`src/rtl/counter_pkg.sv`:
```
// Shared types for the up/down modulo counter: end-of-range modes and FSM states.
package counter_pkg;

    typedef enum logic [1:0] {
        CNT_WRAP    = 2'b00,
        CNT_SAT     = 2'b01,
        CNT_ONESHOT = 2'b10,
        CNT_RSVD    = 2'b11
    } cnt_mode_t;

    typedef enum logic {
        ST_RUN  = 1'b0,
        ST_DONE = 1'b1
    } cnt_state_t;

endpackage

```
`src/rtl/counter_updown_mod.sv`:
```
// Parametrised up/down counter over 0..limit_i with wrap, saturate and one-shot
// end-of-range behaviour, plus terminal, wrap-pulse and done status.
module counter_updown_mod
    import counter_pkg::*;
#(
    parameter int WIDTH = 8
) (
    input  logic             clk,
    input  logic             reset,
    input  logic             en_i,
    input  logic             load_i,
    input  logic [WIDTH-1:0] load_val_i,
    input  logic             up_i,
    input  logic [WIDTH-1:0] limit_i,
    input  logic [1:0]       mode_i,
    output logic [WIDTH-1:0] count_o,
    output logic             tc_o,
    output logic             wrap_o,
    output logic             done_o
);

    logic [WIDTH-1:0] r_count;
    cnt_state_t       r_state;
    logic             r_wrap;

    logic [WIDTH-1:0] w_count_next;
    cnt_state_t       w_state_next;
    logic             w_wrap_next;
    logic             w_tc;
    cnt_mode_t        w_mode;

    assign w_mode = cnt_mode_t'(mode_i);

    always_comb begin
        w_count_next = r_count;
        w_state_next = r_state;
        w_wrap_next  = 1'b0;

        // >= rather than == so a limit lowered under the count still terminates
        w_tc = up_i ? (r_count >= limit_i) : (r_count == '0);

        if (load_i) begin
            w_count_next = (load_val_i > limit_i) ? limit_i : load_val_i;
            w_state_next = ST_RUN;
        end else if (en_i && (r_state == ST_RUN)) begin
            if (!w_tc) begin
                w_count_next = up_i ? (r_count + 1'b1) : (r_count - 1'b1);
            end else begin
                case (w_mode)
                    CNT_SAT:     w_count_next = r_count;
                    CNT_ONESHOT: w_state_next = ST_DONE;
                    default: begin
                        w_count_next = up_i ? '0 : limit_i;
                        w_wrap_next  = 1'b1;
                    end
                endcase
            end
        end
    end

    always_ff @(posedge clk) begin
        if (reset) begin
            r_count <= '0;
            r_state <= ST_RUN;
            r_wrap  <= 1'b0;
        end else begin
            r_count <= w_count_next;
            r_state <= w_state_next;
            r_wrap  <= w_wrap_next;
        end
    end

    assign count_o = r_count;
    assign tc_o    = w_tc;
    assign wrap_o  = r_wrap;
    assign done_o  = (r_state == ST_DONE);

endmodule

```
`config.mk`:
```
export PLATFORM = sky130hd
export DESIGN_NAME = counter_updown_mod
export DESIGN_NICKNAME = d
export VERILOG_FILES = /design/src/rtl/counter_pkg.sv /design/src/rtl/counter_updown_mod.sv
export SDC_FILE = /design/constraint.sdc
export NUM_CORES = 1
export LEC_CHECK = 0
export CORE_MARGIN = 8
export CORE_UTILIZATION = 53
export DETAILED_ROUTE_END_ITERATION = 8
export HOLD_SLACK_MARGIN = 0.12
export PLACE_DENSITY = 0.88
export SYNTH_ARGS = -nofsm -noshare
export SYNTH_HDL_FRONTEND = slang
export SYNTH_SLANG_ARGS = --single-unit
```
`constraint.sdc`:
```
create_clock -name clk -period 6.45 [get_ports clk]
set_input_delay 1.29 -clock clk [delete_from_list [all_inputs] [get_ports clk]]
set_output_delay 1.29 -clock clk [all_outputs]
set_load 0.02 [all_outputs]
```
Yosys cells after proc, flatten, opt, wreduce, memory -nomap -nowiden

Cells that the tools add are included.

Add/sub/neg operators: 2
Multipliers: 0
Div/mod/pow operators: 0
Order comparisons: 2
Eq/ne operators: 3
Shift operators: 0
Muxes and demuxes: 9
Bitwise operators: 3
Reduce and logical (&&, ||, !) cells: 8

Operators by type and width:

| cell                                              | number |
|---|---|
| two-way mux 8 bit                                 | 7 |
| adder 8 x 1 -> 8 bit (second input constant)      | 1 |
| greater-or-equal comparator 8 bit                 | 1 |
| greater-than comparator 8 bit                     | 1 |
| logical NOT 8 bit                                 | 1 |
| subtractor 8 x 1 -> 8 bit (second input constant) | 1 |
| OR reduction 2 bit                                | 2 |
| OR reduction 4 bit                                | 1 |
| inequality test 3 bit (second input constant)     | 1 |
| NOT 1 bit                                         | 3 |
| AND reduction 3 bit                               | 1 |
| == test 2 x 1 -> 1 bit (second input constant)    | 1 |
| == test 2 bit (second input constant)             | 1 |
| two-way mux 1 bit                                 | 2 |
| AND reduction 2 bit                               | 1 |
| nonzero test 2 bit                                | 1 |
| logical AND 1 bit                                 | 1 |

Flip-flop bits (word level): 10
Bits in latches: 0
Bits in writable memories: 0
Bits in read-only memories: 0
Bits of input ports: 23
Output and inout bits: 11
Memories kept: 0

Depth between registers and ports, before layout

Gate-level depths: netlist of the first run.

Word-level depth: 6
Gate-level depth with buffers: 9
Mapped depth without buffers: 8

Least setup slack after synthesis of the first run

OpenSTA, ideal clock, no wires.

Kind: in2out
Start point: input port limit_i[6]
End point: output port tc_o
Arrival time: 2.440 ns
Required time: 5.160 ns
Setup slack: 2.720 ns
Stages: 6
Cell sequence: inv_1 -> ha_1 -> o2111ai_1 -> and4b_1 -> a211o_1 -> inv_1

Word-level cells in the longest chain between the ends: 2

Ends and longest elaborated chain:

| what                              | line                     | source |
|---|---|---|
| start, declared                   | counter_updown_mod.sv:14 | `input logic [WIDTH-1:0] limit_i,` |
| greater-or-equal comparator 8 bit | counter_updown_mod.sv:40 | `w_tc = up_i ? (r_count >= limit_i) : (r_count == '0);` |
| two-way mux 1 bit                 | counter_updown_mod.sv:40 |  |
| end, declared                     | counter_updown_mod.sv:17 | `output logic tc_o,` |

Every way passes these cells.

Final worst setup path of the first run

Start point: input port limit_i[7]
End point: output port tc_o

Same word-level chain as after synthesis.

==> results of run 1 <==
## power by group through the flow
stage / Clock, mW / Sequential, mW / Combinational (mW)
final: 0.0579 / 0.0884 / 0.205
after global routing: 0.0624 / 0.0903 / 0.221
after CTS: 0.0573 / 0.0877 / 0.203
after detailed placement: 0 / 0.0896 / 0.202
after global placement: 0 / 0.0888 / 0.195
after floorplan: 0 / 0.0941 / 0.133
## synthesized netlist by cell type, types with 2 or more instances
| master | count | area, um^2 |
|---|---|---|
| a21o_1 | 4 | 30.0 |
| a211oi_1 | 6 | 45.0 |
| o21a_1 | 2 | 15.0 |
| inv_1 | 14 | 52.6 |
| nor3_1 | 3 | 15.0 |
| dfxtp_1 | 10 | 200 |
| ha_1 | 23 | 288 |
| o31a_1 | 3 | 26.3 |
| o211ai_1 | 3 | 22.5 |
| nand2_1 | 9 | 33.8 |
| a211o_1 | 3 | 26.3 |
| a21oi_1 | 6 | 30.0 |
| o221ai_1 | 3 | 26.3 |
| and4b_1 | 2 | 20.0 |
| xor2_1 | 3 | 26.3 |
| nor2_1 | 3 | 11.3 |
| o21ai_1 | 2 | 10.0 |
| o221ai_2 | 2 | 30.0 |
| buf_6 | 2 | 22.5 |
| nand3_1 | 6 | 30.0 |
| o21ai_0 | 4 | 20.0 |
| a32o_1 | 2 | 20.0 |
| nand4_1 | 3 | 18.8 |
| mux2i_1 | 8 | 80.1 |
## logic make-up (layout without fill, tap and decap cells)
family          after synthesis  count (layout)  synth area share
simple gates                 37              37             0.169
fa+ha+maj                    24              24             0.225
buf+inv                      18              51            0.0640
flops                        10              10             0.146
mux                           8               8            0.0585
xor+xnor                      4               4            0.0256
compound gates               53              53             0.312
## per-stage QoR
stage / util / cell area (um^2) / setup slack (ns) / cells
5_1_grt: 0.708 / 1740 / 1.24 / 217
3_5_place_dp: 0.693 / 1700 / 1.33 / 213
4_1_cts: 0.708 / 1740 / 1.32 / 217
2_1_floorplan: - / 1370 / 2.72 / 154
3_3_place_gp: 0.693 / 1700 / 1.49 / 213
6_report: 0.708 / 1740 / 1.30 / 217
## flip-flops by register name, summed over array words and instances, names as in the netlist
name / cells
count_o: 8
done_o: 1
wrap_o: 1
## area by class of cell
class                   instances  area [um^2]  share of cell area
inverters                      14         52.6              0.0302
clock buffers                   4         36.3              0.0209
well taps                      30         37.5              0.0216
repair buffers                 33          330               0.190
flip-flops and latches         10          200               0.115
multi-input cells             126         1080               0.622
## placed cells by master (no fill, tap or decap), types with 2 or more instances in the layout
cell type and count:
o31a_1 3, xor2_1 3, mux2i_1 8, o221ai_2 2, ha_1 23, a21oi_1 6, a211oi_1 6, o221ai_1 3
clkbuf_4 3, nor3_1 3, o21ai_0 4, o21ai_1 2, o21a_1 2, nand4_1 3, nand3_1 6, nor2_1 3
dfxtp_1 10, nand2_1 9, a211o_1 3, a32o_1 2, and4b_1 2, a21o_1 4, o211ai_1 3, inv_1 14
clkdlybuf4s50_1 33
## layer usage
metal,up-vias,track usage,part of all wire
li1,675,-,-
met1,662,0.208,0.42
met2,56,0.330,0.51
met3,9,0.0168,0.049
met4,0,0.0613,0.017
met5,-,0,0
## worst max-delay path, delay by kind of cell
family	cells	cell delay [ns]
AOI/OAI and AO/OA	2	0.58
adders and majority gates	1	0.32
buffers and inverters	4	1.42
and+or+nand+nor	1	0.25
## final timing paths
kind / from / endpoint / cells past startpoint
worst max-delay path: limit_i[7] / tc_o / 8
worst min-delay path: done_o$_SDFFE_PP0P_ / done_o$_SDFFE_PP0P_ / 2
worst max register to register: count_o[0]$_SDFFE_PP0P_ / count_o[0]$_SDFFE_PP0P_ / 8
worst min register to register: done_o$_SDFFE_PP0P_ / done_o$_SDFFE_PP0P_ / 2
==> out/metrics.cfg, run 1 <==
[global_route]
grt_pass1_wl_mm = 6.42
grtUsageTotal = 0.179
grt_max_degree = 14
overflow = 0
grt_pass1_vias = 1433
grt_antenna_before_repair = 0

[routing]
vias_per_cell = 6.46
drt-initial-drc-count = 127
wl_per_cell_um = 17.9
vias = 1402
drtPass1Iterations = 4
wirelength_mm = 3.89
drc = 0
ant_nets = 0

[setup_path]
crit_chain = clkdlybuf4s50_1 > inv_1 > ha_1 > o2111ai_1 > and4b_1 > a211o_1 > inv_1 > clkdlybuf4s50_1
cp_max_fo = 13
slowest_delay_ns = 0.62
worst_setup_path_end_kind = output port
arrival_ns = 3.86
critPathKind = in -> out
critical_path_required_ns = 5.16
crit_path_start_kind = primary input
cp_slowest_cell = clkdlybuf4s50_1
r2r_slack_ns = 3.85

[place]
globalplace.congestion = 0.901
hpwl_mm = 3.23
port_buffers = 33

[timing]
clock_skew_ns = 0.000851
hold_viol_final = 0
fin_crit_sh = 0.799
clock.fmax_mhz = 194
period_minus_slack_ns = 5.15
max_slew_margin = 0.402
rsz0062_at_grt = false
setup_violations = 0
tightest_slew_ns = 0.897
hold_ws_ns = 0.578
fin_tns_setup_ns = 0
finalMaxSlewViolations = 0

[cells_and_area]
final_nets = 235
drive_above_1_share = 0.0802
syn_to_final_growth_pct = 27.0
antenna_cells = 0
nFillCells = 188

[die]
die_h_um = 66.8
core-area_um2 = 2450
die_w_um = 66.8
dieArea_um2 = 4460
start_util = 0.558
io_pins = 34
placement_rows = 18

[clock_network]
cts_made_buffers = 3
post_cts_buffers = 0
hold_buffers = 0
cts_root_buffer = clkbuf_4
cts_tree = yes
cts_resized = 0
cts_buffer_depth = 2
clock-sinks = 10
clock_latency_ns = 0.27
htree_levels = 1
clkTransAtPathRegs_ns = 0.07

[synthesis]
synthCells = 154
synthDistinctLibCells = 52
synth_flop_cell = dfxtp_1
synth_fp_nets = 201
syn_area_um2 = 1370
synth_seq_cells = 10
ys_seq_area_frac = 0.146
yosysWarningCount = 0
synth_enable_flop_cells = 0
ys_async_sr_fraction = 0
avgSynthCellArea_um2 = 8.89

[power]
p_sw_frac = 0.420
power.leakage_nw = 0.760
peakVddDrop_mv = 0.153
seq_power_share = 0.252
p_per_area_nw_per_um2 = 202
pwr-share-clk = 0.165
p_sw_mw = 0.148
p_total_mw = 0.351
p_int_mw = 0.204
p_comb_frac = 0.583

[min_path]
hp-class = reg -> reg

[job]
drv_cap = 0

[run_status]
outcome = finished clean

No activity file was read; power rests on OpenSTA's default activity.
==> run 2: changes to the inputs <==
--- a/config.mk
+++ b/config.mk
@@ -6,10 +6,10 @@
 export NUM_CORES = 1
 export LEC_CHECK = 0
 export CORE_MARGIN = 8
-export CORE_UTILIZATION = 53
+export CORE_UTILIZATION = 50
 export DETAILED_ROUTE_END_ITERATION = 8
 export HOLD_SLACK_MARGIN = 0.12
-export PLACE_DENSITY = 0.88
+export PLACE_DENSITY = 0.84
 export SYNTH_ARGS = -nofsm -noshare
 export SYNTH_HDL_FRONTEND = slang
 export SYNTH_SLANG_ARGS = --single-unit
==> constraint.sdc (replaced) <==
create_clock -name clk -period 4.8 [get_ports clk]
set_input_delay 0.96 -clock clk [delete_from_list [all_inputs] [get_ports clk]]
set_output_delay 0.96 -clock clk [all_outputs]
set_load 0.02 [all_outputs]
==> run 2 against run 1 <==
- routed wire length rose by 5.9%
- die area rose by 4.5%
- cell area fell by 0.29%
- critical endpoint unchanged
- highest routed layer unchanged
- sequential power rose by 32%
- largest power group unchanged
==> out/metrics.cfg, run 2 (synthesis gave the netlist of run 1 again) <==
[run_status]
outcome = finished clean

[routing]
wl_per_cell_um = 18.9  ; +5.4%
drc = 0  ; unchanged
vias = 1408  ; +0.43%
drt-initial-drc-count = 43  ; -66%
vias_per_cell = 6.46  ; about the same
wirelength_mm = 4.12  ; +5.9%
drtPass1Iterations = 4  ; unchanged
ant_nets = 0  ; unchanged

[setup_path]
cp_max_fo = 4  ; -9
crit_chain = clkdlybuf4s50_1 > inv_1 > ha_1 > o2111ai_1 > and4b_1 > a211o_1 > inv_1 > clkdlybuf4s50_1
critical_path_required_ns = 3.84  ; -1.32 ns
worst-path-buf-inv = 4  ; unchanged
worst_setup_path_end_kind = output port
slowest_delay_ns = 0.62  ; about the same
crit_path_start_kind = primary input
critPathTopFamily = buffers and inverters
arrival_ns = 3.34  ; -0.52 ns
critPathKind = in -> out
cp_slowest_cell = clkdlybuf4s50_1

[cells_and_area]
antenna_cells = 0  ; unchanged
layout.cells.non_filler = 218  ; +0.46%
largest_reg_flops = 8  ; unchanged
nFillCells = 244  ; +30%
final_common_cell = clkdlybuf4s50_1
layout_common_cells = clkdlybuf4s50_1 (33), ha_1 (23), inv_1 (14)
syn_to_final_growth_pct = 26.6
final_nets = 236  ; +0.43%
drive_above_1_share = 0.0802  ; unchanged
final_util = 0.645  ; -0.0629

[place]
dp_cells = 215  ; +0.94%
port_buffers = 33  ; unchanged
globalplace.congestion = 0.988  ; +9.7%
hpwl_mm = 3.34  ; +3.4%
place_worst_setup_slack_ns = 0.562  ; -0.768 ns

[clock_network]
htree_levels = 1  ; unchanged
cts_tree = yes
cts_buffer_depth = 2  ; unchanged
cts_made_buffers = 3  ; unchanged
hold_buffers = 0  ; unchanged
clock_latency_ns = 0.28  ; about the same
post_cts_buffers = 0  ; unchanged
clkTransAtPathRegs_ns = 0.07  ; about the same
cts_root_buffer = clkbuf_4
cts_resized = 0  ; unchanged
clock-sinks = 10  ; unchanged

[timing]
fin_crit_sh = 0.895
rsz0062_at_grt = false
fin_tns_setup_ns = 0  ; unchanged
max_slew_margin = 0.333  ; -0.0686
hold_viol_final = 0  ; unchanged
clock_skew_ns = 0.00689  ; +0.00604 ns
tightest_slew_ns = 1.00  ; +0.103 ns
period_minus_slack_ns = 4.30
setup_violations = 0  ; unchanged
fin_ws_ns = 0.503  ; -0.793 ns
clock.fmax_mhz = 233
finalMaxSlewViolations = 0  ; unchanged

[die]
die_h_um = 68.3  ; +2.2%
dieArea_um2 = 4670  ; +4.5%
start_util = 0.510  ; -0.0480
core-area_um2 = 2690  ; +9.4%
io_pins = 34  ; unchanged
placement_rows = 19  ; +1
die_w_um = 68.3  ; +2.2%

[global_route]
grt_antenna_before_repair = 0  ; unchanged
grt_max_degree = 13  ; -1
grt_pass1_vias = 1498  ; +4.5%
grtUsageTotal = 0.193  ; +0.0136
grt_pass1_wl_mm = 6.91  ; +7.6%
overflow = 0  ; unchanged

[power]
peakVddDrop_mv = 0.216  ; +41%
p_per_area_nw_per_um2 = 266  ; +32%
power.leakage_nw = 0.758  ; -0.36%

[job]
drv_cap = 0  ; unchanged

[min_path]
hp-class = reg -> reg

## run 2: cell types whose count changed in the layout (fill, tap and decap cells not counted), sizes merged
cell,change
buf,+1
clkbuf,-1
## run 2: layout make-up
| type | instances | area [um^2] | area share |
|---|---|---|---|
| clock buffer | 3 | 22.5 | 0.0130 |
| inverter | 14 | 52.6 | 0.0303 |
| multi-input combinational | 126 | 1080 | 0.624 |
| sequential | 10 | 200 | 0.116 |
| tap | 31 | 38.8 | 0.0224 |
| timing repair buffer | 34 | 338 | 0.195 |
## run 2: final timing paths
kind | start | endpoint | slack, ns | cells past startpoint
worst max-delay path | limit_i[7] | tc_o | 0.50 | 8
worst min-delay path | done_o$_SDFFE_PP0P_ | wrap_o$_SDFF_PP0_ | 0.57 | 3
worst max register to register | count_o[0]$_SDFFE_PP0P_ | count_o[7]$_SDFFE_PP0P_ | 2.25 | 8
worst min register to register | done_o$_SDFFE_PP0P_ | wrap_o$_SDFF_PP0_ | 0.57 | 3
## run 2: routing by layer
metal / routed length [um] / track usage / vias up
li1: - / - / 676
met1: 1660 / 0.207 / 673
met2: 2110 / 0.348 / 46
met3: 237 / 0.0556 / 13
met4: 117 / 0.0742 / 0
met5: 0 / 0 / -
## run 2: worst register-to-register path: cells and delay by family (launching register included)
kind | cells | cell delay (ns)
compound gates | 4 | 0.91
fa+ha+maj | 1 | 0.28
simple gates | 2 | 0.69
flops | 1 | 0.49
buf+inv | 1 | 0.10
## run 2: per-stage QoR
stage	instance area (um^2)	total power, mW	hold WS (ns)
after floorplan	1370	0.305	0.608
after detailed placement	1710	0.396	0.550
after global routing	1730	0.495	0.604
final	1730	0.462	0.571
after CTS	1730	0.462	0.572
after global placement	1710	0.386	0.557
## run 2: where the power goes
part	switching, mW	internal, mW
Sequential	0.0231	0.0941
Combinational	0.146	0.135
Clock	0.0344	0.0291
==> run 3: changes to the inputs <==
--- a/config.mk
+++ b/config.mk
@@ -5,9 +5,12 @@
 export SDC_FILE = /design/constraint.sdc
 export NUM_CORES = 1
 export LEC_CHECK = 0
+export CORE_ASPECT_RATIO = 1.5
 export CORE_MARGIN = 8
 export CORE_UTILIZATION = 50
+export CTS_CLUSTER_SIZE = 25
 export DETAILED_ROUTE_END_ITERATION = 8
+export GPL_ROUTABILITY_DRIVEN = 0
 export HOLD_SLACK_MARGIN = 0.12
 export PLACE_DENSITY = 0.84
 export SYNTH_ARGS = -nofsm -noshare
==> run 3 against run 2 <==
- clock-buffer cell count up 1
- highest routed layer unchanged
- sequential share of layout area shrank 0.21 points
- flip-flop and latch count did not move
- clock skew decreased by 0.0034 ns
- worst hold slack is essentially flat
- non-clock buffer count down 1
- sequential power about the same
- total power grew 10%
==> out/metrics.cfg, run 3 (synthesis gave the netlist of run 1 again) <==
[clock_network]
cts_resized = 0  ; unchanged
hold_buffers = 0  ; unchanged
clock_latency_ns = 0.25  ; -0.03 ns
clock-sinks = 10  ; unchanged
cts_buffer_depth = 2  ; unchanged
post_cts_buffers = 0  ; unchanged
cts_made_buffers = 3  ; unchanged
clkTransAtPathRegs_ns = 0.05  ; -0.02 ns
cts_root_buffer = clkbuf_8
htree_levels = 1  ; unchanged
cts_tree = yes

[power]
p_per_area_nw_per_um2 = 288  ; +8.0%
p_comb_frac = 0.549  ; -0.059
peakVddDrop_mv = 0.129  ; -40%
power.leakage_nw = 0.768  ; +1.4%
p_total_mw = 0.508  ; +10%
seq_power_share = 0.233  ; -0.021
p_sw_mw = 0.207  ; +1.9%
p_sw_frac = 0.408  ; -0.0325
pwr-share-clk = 0.218  ; +0.080
p_int_mw = 0.301  ; +16%

[cells_and_area]
layout_common_cells = clkdlybuf4s50_1 (33), ha_1 (23), inv_1 (14)
syn_to_final_growth_pct = 29.0
fin_area_um2 = 1770  ; +1.9%
final_nets = 235  ; -0.42%
antenna_cells = 0  ; unchanged
largest_reg_flops = 8  ; unchanged
nFillCells = 224  ; -8.2%
final_util = 0.667  ; +0.0217
final_common_cell = clkdlybuf4s50_1
multi_input_area_um2 = 1080  ; unchanged
regArea_um2 = 200  ; unchanged
drive_above_1_share = 0.0802  ; unchanged

[place]
hpwl_mm = 3.38  ; +1.1%
port_buffers = 33  ; unchanged
dpl_cell_area_um2 = 1710  ; unchanged

[die]
die_h_um = 80.1  ; +17%
placement_rows = 23  ; +4
start_util = 0.517  ; +0.00746
die_w_um = 58.7  ; -14%
io_pins = 34  ; unchanged
dieArea_um2 = 4700  ; +0.74%
core-area_um2 = 2650  ; -1.4%

[global_route]
grt_pass1_vias = 1540  ; +2.8%
grtUsageTotal = 0.182  ; -0.0110
grt_pass1_wl_mm = 6.86  ; -0.70%
overflow = 0  ; unchanged
grt_max_degree = 14  ; +1
grt_antenna_before_repair = 0  ; unchanged

[timing]
hold_viol_final = 0  ; unchanged
period_minus_slack_ns = 4.45  ; +0.150 ns
rsz0062_at_grt = false
fin_tns_setup_ns = 0  ; unchanged
clock_skew_ns = 0.00345  ; -0.00345 ns
tightest_slew_ns = 0.893  ; -0.107 ns
max_slew_margin = 0.404  ; +0.0713
fin_crit_sh = 0.926  ; +0.0312
setup_violations = 0  ; unchanged
hold_ws_ns = 0.570  ; -0.000315 ns
clock.fmax_mhz = 225  ; -3.4%
finalMaxSlewViolations = 0  ; unchanged

[run_status]
outcome = finished clean

[routing]
vias_per_cell = 6.32  ; -2.2%
drtPass1Iterations = 4  ; unchanged
wirelength_mm = 4.08  ; -0.83%
drc = 0  ; unchanged
wl_per_cell_um = 18.2  ; -3.5%
vias = 1415  ; +0.50%
ant_nets = 0  ; unchanged
drt-initial-drc-count = 64  ; +49%

[setup_path]
critical_path_depth = 8  ; unchanged
crit_path_end = tc_o
slowest_delay_ns = 0.63  ; about the same
cp_max_fo = 13  ; +9
rr_worst_depth = 8  ; unchanged
crit_path_start_kind = primary input
cp_slowest_cell = clkdlybuf4s50_1
startpoint = limit_i[7]
worst_setup_path_end_kind = output port
r2r_slack_ns = 2.17  ; -0.08 ns
critPathTopFamily = buffers and inverters
critPathKind = in -> out
worst-path-buf-inv = 4  ; unchanged
critical_path_required_ns = 3.84  ; about the same
reg2reg_from = count_o[0]$_SDFFE_PP0P_
arrival_ns = 3.49  ; +0.15 ns
crit_chain = clkdlybuf4s50_1 > inv_1 > ha_1 > o2111ai_1 > and4b_1 > a211o_1 > inv_1 > clkdlybuf4s50_1
r2r_end = count_o[7]$_SDFFE_PP0P_

[min_path]
hp-class = reg -> reg

[job]
drv_cap = 0  ; unchanged

-- run 3: cell types whose count changed in the layout (fill, tap and decap cells not counted), sizes merged --
cell,before,now
clkbuf,3,4
buf,1,0
-- run 3: metrics by stage --
stage	instances	worst slack [ns]
after floorplan	154	1.73
after global placement	220	0.497
after detailed placement	220	0.402
after CTS	224	0.387
after global routing	224	0.235
final	224	0.354
-- run 3: how the worst min path moves through the flow --
stage	cells past startpoint	slack (ns)	end	startpoint
3_5_place_dp	3	0.55	wrap_o$_SDFF_PP0_	done_o$_SDFFE_PP0P_
5_1_grt	2	0.61	count_o[2]$_SDFFE_PP0P_	count_o[2]$_SDFFE_PP0P_
3_3_place_gp	2	0.53	done_o$_SDFFE_PP0P_	done_o$_SDFFE_PP0P_
6_report	3	0.57	wrap_o$_SDFF_PP0_	done_o$_SDFFE_PP0P_
2_1_floorplan	2	0.61	count_o[2]$_SDFFE_PP0P_	count_o[2]$_SDFFE_PP0P_
4_1_cts	3	0.56	wrap_o$_SDFF_PP0_	done_o$_SDFFE_PP0P_
-- run 3: final cells by class --
type,count,area share
multi-input cells,126,0.612
repair buffers,33,0.187
flip-flops and latches,10,0.113
clock buffers,4,0.0312
inverters,14,0.0298
well taps,37,0.0262
-- run 3: routing by layer --
layer,track usage,part of all wire,up-vias
li1,-,-,667
met1,0.177,0.37,664
met2,0.336,0.53,63
met3,0.0256,0.043,21
met4,0.130,0.049,0
met5,0,0,-
-- run 3: worst reg2reg max path: stages, from the launching register on --
cell	delay (ns)
dfxtp_1	0.50
inv_1	0.15
ha_1	0.30
nor3b_1	0.25
o21a_1	0.21
o21ai_1	0.09
o2bb2ai_1	0.36
or3_4	0.48
o221ai_1	0.20
-- run 3: power by group through the flow --
stage	clock network, mW	registers, mW	logic [mW]
after floorplan	0	0.126	0.178
final	0.111	0.118	0.279
after global routing	0.114	0.120	0.304
after CTS	0.109	0.118	0.277
after detailed placement	0	0.119	0.273
after global placement	0	0.119	0.262
